==> config.mk <==
export PLATFORM = sky130hd
export DESIGN_NAME = pipelined_adder
export DESIGN_NICKNAME = d
export VERILOG_FILES = /design/src/rtl/pipelined_adder.sv
export SDC_FILE = /design/constraint.sdc
export NUM_CORES = 1
export LEC_CHECK = 0
export CORE_MARGIN = 2
export CORE_UTILIZATION = 55
export CTS_BUF_LIST = sky130_fd_sc_hd__clkbuf_8
export DETAILED_ROUTE_END_ITERATION = 8
export MAX_ROUTING_LAYER = met4
export PLACE_DENSITY_LB_ADDON = 0.15
export SLEW_MARGIN = 10
export SYNTH_ARGS = -nofsm -noshare
export SYNTH_HDL_FRONTEND = slang
export SYNTH_SLANG_ARGS = --single-unit
==> constraint.sdc <==
create_clock -name clk -period 5.35 [get_ports clk]
set_input_delay 1.605 -clock clk [delete_from_list [all_inputs] [get_ports clk]]
set_output_delay 1.605 -clock clk [all_outputs]
set_load 0.02 [all_outputs]
==> src/rtl/pipelined_adder.sv <==
// Ripple-carry adder/subtractor split into STAGES chunk-wide pipeline stages with
// valid/ready handshaking on both sides and per-stage bubble collapsing.
module pipelined_adder #(
    parameter int unsigned XLEN   = 16,
    parameter int unsigned STAGES = 4
) (
    input  logic            clk,
    input  logic            rstn,
    input  logic            in_valid,
    output logic            in_ready,
    input  logic [XLEN-1:0] a,
    input  logic [XLEN-1:0] b,
    input  logic            carry_in,
    input  logic            sub,
    output logic            out_valid,
    input  logic            out_ready,
    output logic [XLEN-1:0] sum,
    output logic            carry_out,
    output logic            overflow,
    output logic            zero
);

    localparam int unsigned W    = XLEN / STAGES;
    localparam int unsigned CW   = W + 1;
    localparam int unsigned LAST = STAGES - 1;

    if ((STAGES == 0) || ((XLEN % STAGES) != 0)) begin : g_bad_param
        $error("pipelined_adder: XLEN must be a non-zero multiple of STAGES");
    end

    // Stage registers: operands travel with the transaction, sum fills in chunk by chunk
    logic            r_valid [STAGES];
    logic [XLEN-1:0] r_a     [STAGES];
    logic [XLEN-1:0] r_b     [STAGES];
    logic [XLEN-1:0] r_sum   [STAGES];
    logic            r_cy    [STAGES];
    logic            r_ovf;
    logic            r_zero;

    logic            w_ready     [STAGES];
    logic            w_src_valid [STAGES];
    logic [XLEN-1:0] w_src_a     [STAGES];
    logic [XLEN-1:0] w_src_b     [STAGES];
    logic [XLEN-1:0] w_src_sum   [STAGES];
    logic            w_src_cy    [STAGES];
    logic [XLEN-1:0] w_nxt_sum   [STAGES];
    logic            w_nxt_cy    [STAGES];
    logic            w_ovf;
    logic            w_zero;

    // A stage can load when it is empty or everything downstream can move
    always_comb begin
        logic v_rdy;
        v_rdy = out_ready;
        for (int k = int'(STAGES) - 1; k >= 0; k--) begin
            v_rdy      = !r_valid[k] || v_rdy;
            w_ready[k] = v_rdy;
        end
    end

    // Per-stage chunk add; stage 0 takes the inverted-b / forced-carry for subtract
    always_comb begin
        logic [CW-1:0] v_chunk;
        v_chunk        = '0;
        w_src_valid[0] = in_valid;
        w_src_a[0]     = a;
        w_src_b[0]     = sub ? ~b : b;
        w_src_sum[0]   = '0;
        w_src_cy[0]    = sub | carry_in;
        for (int k = 1; k < int'(STAGES); k++) begin
            w_src_valid[k] = r_valid[k-1];
            w_src_a[k]     = r_a[k-1];
            w_src_b[k]     = r_b[k-1];
            w_src_sum[k]   = r_sum[k-1];
            w_src_cy[k]    = r_cy[k-1];
        end
        for (int k = 0; k < int'(STAGES); k++) begin
            v_chunk = CW'(w_src_a[k][k*W +: W]) + CW'(w_src_b[k][k*W +: W])
                    + CW'(w_src_cy[k]);
            w_nxt_sum[k]            = w_src_sum[k];
            w_nxt_sum[k][k*W +: W]  = v_chunk[W-1:0];
            w_nxt_cy[k]             = v_chunk[W];
        end
        w_ovf  = (w_src_a[LAST][XLEN-1] == w_src_b[LAST][XLEN-1])
              && (w_nxt_sum[LAST][XLEN-1] != w_src_a[LAST][XLEN-1]);
        w_zero = (w_nxt_sum[LAST] == '0);
    end

    for (genvar k = 0; k < STAGES; k++) begin : g_stage
        always_ff @(posedge clk) begin
            if (!rstn) begin
                r_valid[k] <= 1'b0;
                r_a[k]     <= '0;
                r_b[k]     <= '0;
                r_sum[k]   <= '0;
                r_cy[k]    <= 1'b0;
            end else if (w_ready[k]) begin
                r_valid[k] <= w_src_valid[k];
                if (w_src_valid[k]) begin
                    r_a[k]   <= w_src_a[k];
                    r_b[k]   <= w_src_b[k];
                    r_sum[k] <= w_nxt_sum[k];
                    r_cy[k]  <= w_nxt_cy[k];
                end
            end
        end
    end

    // Flags derived from the complete result as it enters the final stage
    always_ff @(posedge clk) begin
        if (!rstn) begin
            r_ovf  <= 1'b0;
            r_zero <= 1'b0;
        end else if (w_ready[LAST] && w_src_valid[LAST]) begin
            r_ovf  <= w_ovf;
            r_zero <= w_zero;
        end
    end

    assign in_ready  = w_ready[0];
    assign out_valid = r_valid[LAST];
    assign sum       = r_sum[LAST];
    assign carry_out = r_cy[LAST];
    assign overflow  = r_ovf;
    assign zero      = r_zero;

endmodule

# ---- Yosys cells after proc, flatten, opt, wreduce, memory -nomap -nowiden
# Memories as Yosys holds them, arrays and structs flattened.
# Cells that the tools add are included.
# Widths: inputs -> output; s select.
dict set report classes {
  addsub 8
  eq_ne 2
  muxes 50
  bitwise_logic 22
  reduce_logical 11
}
# cell count
set op_table {}
lappend op_table {{$mux 16} 13}
lappend op_table {{$mux 1} 37}
lappend op_table {{$or 1x1->1} 21}
lappend op_table {{$add 4x4->5} 4}
lappend op_table {{$add 5x1->5} 4}
lappend op_table {{$logic_not 16->1} 1}
lappend op_table {{$not 16->16} 1}
lappend op_table {{$logic_not 1->1} 4}
lappend op_table {{$logic_or 1x1->1} 4}
lappend op_table {{$logic_and 1x1->1} 2}
lappend op_table {{$eq 1x1->1} 1}
lappend op_table {{$ne 1x1->1} 1}
dict set report word_totals {
  regBits 2
  mem_bits_rw 200
  output_inout_bits 21
  wordCells 100
  mem_count 5
}
# memory words width read_ports rd_clocked_by_memory_dff wr line_no
set mem_list {}
lappend mem_list {r_a 4 16 3 0 4 33} ;# logic [XLEN-1:0] r_a [STAGES];
lappend mem_list {r_b 4 16 3 0 4 34} ;# logic [XLEN-1:0] r_b [STAGES];
lappend mem_list {r_sum 4 16 4 0 4 35} ;# logic [XLEN-1:0] r_sum [STAGES];
lappend mem_list {r_cy 4 1 4 0 4 36} ;# logic r_cy [STAGES];
lappend mem_list {r_valid 4 1 4 0 4 32} ;# logic r_valid [STAGES];

# ---- Logic depth before layout (Yosys ltp)
# Gate-level depths: netlist of run 1.
# An unclocked memory read counts as a cell.
dict set report depth {
  depth_word 10
  ltp_mapped 10
  depth_no_buf 8
}

# ---- Worst setup path before layout of run 1
# No wires, ideal clock.
dict set report synth_path {
  path_kind {input-to-output}
  startpoint {input port out_ready}
  endpoint {output port in_ready}
  t_arrival_ns 2.024
  path_slack_ns 1.721
  path_stages 2
  path_buffers 0
  path_cell_list {and4b_4 -> nand2_4}
}
dict set report synth_between {
  elab_chain_cells 4
}
# item line_no
set synth_lines {}
lappend synth_lines {{start, declared} 16} ;# input logic out_ready,
lappend synth_lines {{$logic_or 1x1->1 (4 in series)} 56} ;# v_rdy = !r_valid[k] || v_rdy;
lappend synth_lines {{end, declared} 10} ;# output logic in_ready,
# Every way passes these cells.

# ---- Worst setup path in the final report of run 1
# Same ends and word-level chain as after synthesis.

==> results of run 1 <==
## registers in the layout (all words and copies together), names as in the netlist
| name | cells |
|---|---|
| r_sum | 40 |
| r_b | 24 |
| r_a | 24 |
| zero | 1 |
| r_valid | 4 |
| r_cy | 4 |
| overflow | 1 |
## kinds of logic (layout without fill, tap and decap cells)
kind of cell	Yosys count	after routing
XOR/XNOR	21	21
buffers and inverters	30	95
flip-flops	98	98
AND/OR/NAND/NOR	132	132
AO/OA/AOI/OAI	19	19
adder cells (fa/ha/maj)	20	20
## cells in the mapped netlist, drive strengths merged (6+ instances only)
cell type  number
xor2            6
and2           63
fa              8
edfxtp         94
nand3           8
nor2           25
nand2          14
inv            20
xnor2          15
o21ai           6
ha             12
buf             9
## worst max path at each step
stage / depth (start not counted) / slack, ps / end
floorplan: 2 / 1720 / in_ready
global placement: 4 / 670 / in_ready
detailed placement: 4 / 670 / in_ready
CTS: 4 / 640 / in_ready
global route: 4 / 580 / in_ready
finish: 4 / 640 / in_ready
## through the flow
stage / instance area [um2] / cells
final: 5330 / 487
after CTS: 5330 / 487
after global placement: 5080 / 471
after detailed placement: 5080 / 471
after floorplan: 4420 / 320
after global routing: 5330 / 487
## layer usage
layer	up-vias	share of wire (%)	global-route usage [%]
li1	1213	-	-
met1	1070	42	16.5
met2	79	50	25.0
met3	16	5.8	3.93
met4	0	3.0	8.33
met5	-	0	-
## worst reg2reg max path, stage by stage, from the launching register on
cell	delay [ps]
edfxtp_1	400
fa_1	450
fa_1	450
nor4_1	320
nand3_1	120
nor3_1	180
a32o_1	150
## report_power, final
part / internal [mW] / switching, mW
Clock: 0.310 / 0.246
Sequential: 0.887 / 0.0128
Combinational: 0.0771 / 0.0749
## placed cells by master, fill, tap and decap left out, types with 3 or more instances in the layout
cell             count
clkdlybuf4s50_1     58
fa_1                 8
and2_1              54
a21oi_1              5
ha_1                12
clkbuf_8             9
xor2_1               6
nor4_1               3
nand2_1             13
bufinv_16            3
nand3_1              6
edfxtp_1            94
nor3b_1              3
xnor2_1             15
a21boi_0             3
and2_4               9
nor3_1               5
dfxtp_1              4
o21ai_0              6
nor2_1              25
inv_1               18
nor2b_1              5
## layout make-up
type                    instances  area (um2)  area share (%)
clock inverters                 7         118            2.21
clock buffers                   9         124            2.33
multi-input cells             192        1390            26.1
flip-flops and latches         98        2900            54.5
well taps                     102         128            2.40
inverters                      20        77.6            1.46
repair buffers                 59         588            11.0
==> impl_metrics.csv, run 1 <==
group,metric,value,unit
setup_path,r2r_end,"zero$_SDFFE_PN0P_",
setup_path,reg2regPathDepth,6,
routing,dr.first_iter.drc_count,55,
hold_path,hold_start,"overflow$_SDFFE_PN0P_",
sta,setup_ws,640,ps
die,rows,32,
routing,wl_per_cell,11.5,um
hold_path,hold_class,"reg2reg",
cts,post_cts_resize_count,0,
global_routing,overflow,0,
final_layout,nets,438,
die,core_area,7770,um2
final_layout,areaGrowthSynthToFinish,20.4,%
logic_synthesis,yosys.area_share.simple,17.5,%
logic_synthesis,netlist_area,4420,um2
logic_synthesis,synth_area_leader_cell,"edfxtp_1",
routing,dr.pass1.iters,4,
sta,clock-skew-final,7.11,ps
sta,slew_headroom,24.6,%
logic_synthesis,synth_compound_area_share,2.66,%
sta,finalSetupViolCount,0,
logic_synthesis,muxShareOfSynthArea,0,%
logic_synthesis,postSynthCellCount,320,
cts,cts_buffers,9,
setup_path,path_class,"in2out",
sta,rsz0062_at_grt,"false",
hold_path,worstHoldPathCells,2,
cts,cts_setup_buffers,0,
logic_synthesis,synth_top_family_by_area,"simple AND/OR/NAND/NOR gates",
logic_synthesis,synthTopCellsByArea,"edfxtp_1 (64%), and2_1 (7.6%), fa_1 (3.6%)",
logic_synthesis,synth_seq_area_share,65.6,%
logic_synthesis,synthAdderAreaFrac,7.02,%
routing,drtAntennaViolNets,0,
global_routing,grt_pass1_wl,9720,um
power,p_per_area,302,nW/um2
setup_path,worst_setup_path_start_kind,"primary input",
final_layout,n_antenna_cell,0,
routing,drt_wl_total,5620,um
cts,cts_tree,"done",
cts,holdBufCountCts,0,
final_layout,fill_cells,560,
setup_path,cpMaxStageDelayCell,"clkdlybuf4s50_1",
sta,fmax,0.212,GHz
final_layout,drive_above_1_share,8.31,%
power,power.total,1.61,mW
global_routing,grtUsageTotal,15.0,%
logic_synthesis,syn_nets,378,
setup_path,r2r_setup_slack,3230,ps
setup_path,cp_common_cell,"clkdlybuf4s50_1",
setup_path,startpoint,"out_ready",
sta,tns,0,ps
setup_path,crit_family,"buffers and inverters",
placement,dp_slack,672,ps
logic_synthesis,synth_ff_type,"edfxtp_1",
logic_synthesis,synth_top_cell_area_share,63.8,%
global_routing,grt_pass1_vias,2291,
sta,tightest_slew,1130,ps
sta,hold_violations,0,
routing,drc,0,
logic_synthesis,async_flop_share,0,%
die,io_pins,59,
global_routing,antenna_found_initial,0,
setup_path,crit_fanout,5,
hold_path,hold_end,"overflow$_SDFFE_PN0P_",
placement,gp_congestion,0.798,
sta,min_period_over_period,88.0,%
setup_path,critPathMaxStageDelay,550,ps
die,initial_core_util,56.9,%
routing,viasPerCell,4.88,
cts,cts_root_buf,"clkbuf_8",
placement,portBuffers,58,
die,die_x,93.7,um
setup_path,end_kind,"output pin",
setup_path,timing.rr.start,"r_b[1][12]$_SDFFCE_PN0P_",
logic_synthesis,synth-edff-count,94,
cts,htree_levels,3,
routing,vias,2378,
cts,insertion_delay,360,ps
logic_synthesis,ys_ff_latch,98,
setup_path,cp.arrival,3110,ps
sta,hold_ws,509,ps
sta,min_period,4710,ps
logic_synthesis,ys_warn_count,0,
cts,clock_sinks,98,
cts,cts.reportedPaths.clkPinSlew,90,ps
global_routing,grt_max_degree,30,
cts,clock_path_buffers,2,
logic_synthesis,yosys.area_share.xor_xnor,4.16,%
power,leakagePower,2.05,nW
final_layout,final_util,68.6,%
placement,dp_hpwl,4210,um
status,status,"finished clean",
power,irDropWorstVdd,0.000134,V
setup_path,path_buf_inv,2,
die,dieArea,8770,um2
die,fp.dieH,93.7,um
setup_path,worstPathRequired,3740,ps
job,cap_violations,0,
logic_synthesis,yosys.cell_types.count,37,
setup_path,path_cells,"clkdlybuf4s50_1, and4b_4, nand2_4, clkdlybuf4s50_1",
sta,slew_viol_final,0,
logic_synthesis,synth_area_per_cell,13.8,um2
No activity file was read; power rests on OpenSTA's default activity.
==> run 2: changes to the inputs <==
--- a/config.mk
+++ b/config.mk
@@ -6,7 +6,7 @@
 export NUM_CORES = 1
 export LEC_CHECK = 0
 export CORE_MARGIN = 2
-export CORE_UTILIZATION = 55
+export CORE_UTILIZATION = 30
 export CTS_BUF_LIST = sky130_fd_sc_hd__clkbuf_8
 export DETAILED_ROUTE_END_ITERATION = 8
 export MAX_ROUTING_LAYER = met4
==> run 2 against run 1 <==
Sequential share of layout area decreased by 0.41 points; non-clock buffer count unchanged; highest routed layer unchanged; final cell count is 17% higher; die area rose by 79%; critical path depth unchanged; first-iteration DRC count rose by 120%.
==> impl_metrics.csv, run 2 (synthesized netlist as in run 1, its figures left out) <==
group,metric,value,unit
status,status,"finished clean",
sta,rsz0062_at_grt,"false",
sta,finalSetupViolCount,0,
die,io_pins,59,
final_layout,nets,438,
final_layout,largest_reg_flops,40,
hold_path,hold_class,"reg2reg",
die,fp.dieH,125,um
setup_path,crit_family,"buffers and inverters",
power,p_per_area,279,nW/um2
final_layout,n_antenna_cell,0,
final_layout,final_cell_mix,"edfxtp_1 (94), clkdlybuf4s50_1 (58), and2_1 (54)",
routing,wl_per_cell,11.4,um
routing,drtAntennaViolNets,0,
sta,hold_violations,0,
sta,tightest_slew,1140,ps
cts,cts.reportedPaths.clkPinSlew,90,ps
setup_path,end_kind,"output pin",
placement,portBuffers,58,
placement,dp_slack,616,ps
routing,viasPerCell,4.03,
die,die_x,125,um
placement,placed_cell_area,5190,um2
placement,dpl.cell_count,553,
cts,clock_sinks,98,
setup_path,critPathMaxStageDelay,570,ps
sta,slew_viol_final,0,
setup_path,worstPathRequired,3740,ps
global_routing,grt_max_degree,30,
die,rows,44,
cts,post_cts_resize_count,0,
cts,cts_tree,"done",
final_layout,fill_cells,1436,
sta,min_period,4730,ps
cts,cts_buffers,9,
placement,gp_congestion,0.710,
cts,cts_root_buf,"clkbuf_8",
global_routing,grtUsageTotal,9.07,%
final_layout,largest_register,"r_sum",
cts,insertion_delay,350,ps
routing,drc,0,
setup_path,path_buf_inv,2,
cts,htree_levels,3,
die,dieArea,15700,um2
sta,min_period_over_period,88.5,%
sta,clock-skew-final,10.4,ps
placement,dp_hpwl,4910,um
setup_path,crit_fanout,5,
final_layout,final_common_cell,"edfxtp_1",
global_routing,overflow,0,
routing,vias,2294,
routing,drt_wl_total,6480,um
die,core_area,14500,um2
final_layout,areaGrowthSynthToFinish,21.3,%
power,power.total,1.49,mW
setup_path,worst_setup_path_start_kind,"primary input",
setup_path,cp_common_cell,"clkdlybuf4s50_1",
cts,holdBufCountCts,0,
power,irDropWorstVdd,0.0000973,V
setup_path,cp.arrival,3130,ps
power,leakagePower,2.04,nW
cts,cts_setup_buffers,0,
die,initial_core_util,30.5,%
setup_path,path_class,"in2out",
setup_path,path_cells,"clkdlybuf4s50_1, and4b_4, nand2_4, clkdlybuf4s50_1",
routing,dr.first_iter.drc_count,119,
final_layout,fin_area,5370,um2
job,cap_violations,0,
sta,setup_ws,618,ps
cts,clock_path_buffers,2,
routing,dr.pass1.iters,4,
sta,fmax,0.211,GHz
final_layout,drive_above_1_share,7.53,%
setup_path,cpMaxStageDelayCell,"clkdlybuf4s50_1",
global_routing,grt_pass1_wl,11000,um
sta,slew_headroom,23.6,%
global_routing,grt_pass1_vias,2297,
final_layout,instances_no_fill,569,
global_routing,antenna_found_initial,0,
final_layout,reg.largest.list,"r_sum x40, r_a x24, r_b x24",
sta,tns,0,ps
run 2: per-stage QoR:
step | util [%] | hold slack [ps]
global route | 37.1 | 526
floorplan | - | 492
detailed placement | 35.8 | 482
global placement | 35.8 | 483
CTS | 37.1 | 494
finish | 37.1 | 492
run 2: path summary, 6_finish.rpt:
check	end	slack (ps)	startpoint	depth (start not counted)
worst min register to register	overflow$_SDFFE_PN0P_	490	overflow$_SDFFE_PN0P_	2
worst min-delay path	overflow$_SDFFE_PN0P_	490	overflow$_SDFFE_PN0P_	2
worst max register to register	r_a[0][8]$_SDFFCE_PN0P_	3230	r_valid[1][1]$_DFFE_PP_	4
worst max-delay path	in_ready	620	out_ready	4
run 2: worst register-to-register path, cell delays in order, from the launching register on:
cell	delay, ps
edfxtp_1	500
and4b_4	260
nand2_4	90
nand2_1	50
nand2_1	830
run 2: cell type report:
cell class	instances	area, um2	share of cell area [%]
Clock inverter	7	55.1	1.03
Timing Repair Buffer	59	588	11.0
Clock buffer	9	124	2.31
Tap cell	184	230	4.29
Sequential cell	98	2900	54.1
Inverter	20	77.6	1.45
Multi-Input combinational cell	192	1390	25.9
run 2: power by group:
part	internal [mW]	switching (mW)
combinational	0.0776	0.0767
clock	0.208	0.231
sequential	0.888	0.0137
run 2: routing by layer:
layer	vias up	GRT usage, %	share of wire [%]
li1	1215	-	-
met3	4	1.80	4.3
met2	57	13.8	46
met1	1018	11.4	49
met5	-	-	0
met4	0	5.10	1.2
==> run 3: changes to the inputs <==
--- a/config.mk
+++ b/config.mk
@@ -10,8 +10,7 @@
 export CTS_BUF_LIST = sky130_fd_sc_hd__clkbuf_8
 export DETAILED_ROUTE_END_ITERATION = 8
 export MAX_ROUTING_LAYER = met4
-export PLACE_DENSITY_LB_ADDON = 0.15
-export SLEW_MARGIN = 10
+export PLACE_DENSITY = 0.51
 export SYNTH_ARGS = -nofsm -noshare
 export SYNTH_HDL_FRONTEND = slang
 export SYNTH_SLANG_ARGS = --single-unit
==> run 3 against run 2 <==
Maximum frequency is 0.73% higher; core utilization is 0.086 points higher; worst hold slack better by 3.6 ps; sequential power hardly changed; register-to-register slack better by 30 ps; clock-buffer cell count stayed put; combinational power hardly changed; first-iteration DRC count is 10% higher; final cell count stayed put; clock skew is 3.6 ps higher; critical path depth stayed put; critical path type unchanged.
==> impl_metrics.csv, run 3 (synthesized netlist as in run 1, its figures left out) <==
group,metric,value,unit
setup_path,cp.arrival,3090,ps
setup_path,startpoint,"out_ready",
global_routing,antenna_found_initial,0,
setup_path,path_cells,"clkdlybuf4s50_1, and4b_4, nand2_4, clkdlybuf4s50_1",
die,rows,44,
power,leakagePower,2.04,nW
cts,post_cts_resize_count,0,
status,status,"finished clean",
setup_path,crit_family,"buffers and inverters",
routing,drtAntennaViolNets,0,
setup_path,cpMaxStageDelayCell,"clkdlybuf4s50_1",
sta,setup_ws,652,ps
power,power.total,1.52,mW
routing,drt_wl_total,6300,um
die,fp.dieH,125,um
global_routing,grtUsageTotal,8.98,%
final_layout,largest_reg_flops,40,
setup_path,cp_common_cell,"clkdlybuf4s50_1",
sta,hold_violations,0,
sta,clock-skew-final,14.0,ps
sta,finalSetupViolCount,0,
cts,cts_buffers,9,
setup_path,path_buf_inv,2,
die,die_x,125,um
sta,slew_viol_final,0,
placement,dp_slack,658,ps
cts,holdBufCountCts,0,
setup_path,worstPathRequired,3740,ps
routing,wl_per_cell,11.1,um
cts,clock_path_buffers,2,
sta,min_period_over_period,87.8,%
final_layout,reg.largest.list,"r_sum x40, r_a x24, r_b x24",
global_routing,grt_pass1_vias,2312,
cts,insertion_delay,360,ps
power,p_per_area,283,nW/um2
cts,cts_tree,"done",
final_layout,largest_register,"r_sum",
global_routing,overflow,0,
sta,min_period,4700,ps
final_layout,n_antenna_cell,0,
final_layout,final_common_cell,"edfxtp_1",
routing,dr.first_iter.drc_count,131,
setup_path,path_class,"in2out",
placement,dp_hpwl,4850,um
final_layout,drive_above_1_share,8.05,%
die,core_area,14500,um2
global_routing,grt_max_degree,30,
setup_path,end_kind,"output pin",
job,cap_violations,0,
die,io_pins,59,
sta,slew_headroom,24.0,%
die,initial_core_util,30.5,%
final_layout,fill_cells,1431,
setup_path,timing.rr.start,"r_valid[1][1]$_DFFE_PP_",
routing,vias,2290,
cts,clock_sinks,98,
final_layout,final_cell_mix,"edfxtp_1 (94), clkdlybuf4s50_1 (58), and2_1 (54)",
cts,htree_levels,3,
cts,cts_setup_buffers,0,
power,irDropWorstVdd,0.000116,V
sta,fmax,0.213,GHz
die,dieArea,15700,um2
sta,tns,0,ps
placement,portBuffers,58,
setup_path,worst_setup_path_start_kind,"primary input",
routing,dr.pass1.iters,4,
global_routing,grt_pass1_wl,10900,um
routing,drc,0,
placement,gp_congestion,0.728,
routing,viasPerCell,4.02,
setup_path,critPathMaxStageDelay,550,ps
hold_path,hold_class,"reg2reg",
hold_path,hold_start,"overflow$_SDFFE_PN0P_",
setup_path,crit_fanout,5,
final_layout,nets,438,
cts,cts.reportedPaths.clkPinSlew,80,ps
sta,rsz0062_at_grt,"false",
final_layout,areaGrowthSynthToFinish,21.6,%
sta,tightest_slew,1140,ps
cts,cts_root_buf,"clkbuf_8",
==> run 3: where the power goes <==
| part | internal [mW] | switching, mW | total [mW] | leakage, nW |
|---|---|---|---|---|
| registers | 0.888 | 0.0134 | 0.901 | 1.05 |
| logic | 0.0773 | 0.0759 | 0.153 | 0.888 |
| clock network | 0.215 | 0.250 | 0.466 | 0.0989 |
| total | 1.18 | 0.339 | 1.52 | 2.04 |
==> run 3: metrics by stage <==
step / hold WS, ps / util [%] / cells / cell area, um2
after floorplan: 492 / - / 320 / 4420
after global placement: 485 / 35.8 / 553 / 5190
after detailed placement: 483 / 35.8 / 553 / 5190
after CTS: 495 / 37.1 / 569 / 5380
after global routing: 523 / 37.1 / 569 / 5380
final: 496 / 37.1 / 569 / 5380
==> run 3: cell type report <==
cell class	instances	area, um2	area share (%)
flip-flops and latches	98	2900	54.0
clock buffers	9	124	2.30
well taps	184	230	4.28
repair buffers	59	588	10.9
clock inverters	7	67.6	1.26
inverters	20	77.6	1.44
multi-input cells	192	1390	25.8
==> run 3: tightest hold or removal path, cell delays in order, from the launching register on <==
cell and delay, ps:
dfxtp_1 330, nand3_1 70, o31ai_1 60
==> run 3: routing by layer <==
layer / track usage, % / wire [um]
met4: 5.49 / 163
met3: 2.14 / 305
met2: 13.4 / 2720
met1: 11.0 / 3110
met5: - / 0
==> run 3: path summary, 6_finish.rpt <==
kind,end,slack (ps),cells past startpoint
hold reg to reg,overflow$_SDFFE_PN0P_,500,2
hold / removal,overflow$_SDFFE_PN0P_,500,2
setup reg to reg,r_b[0][7]$_SDFFCE_PN0P_,3260,4
setup / recovery,in_ready,650,4
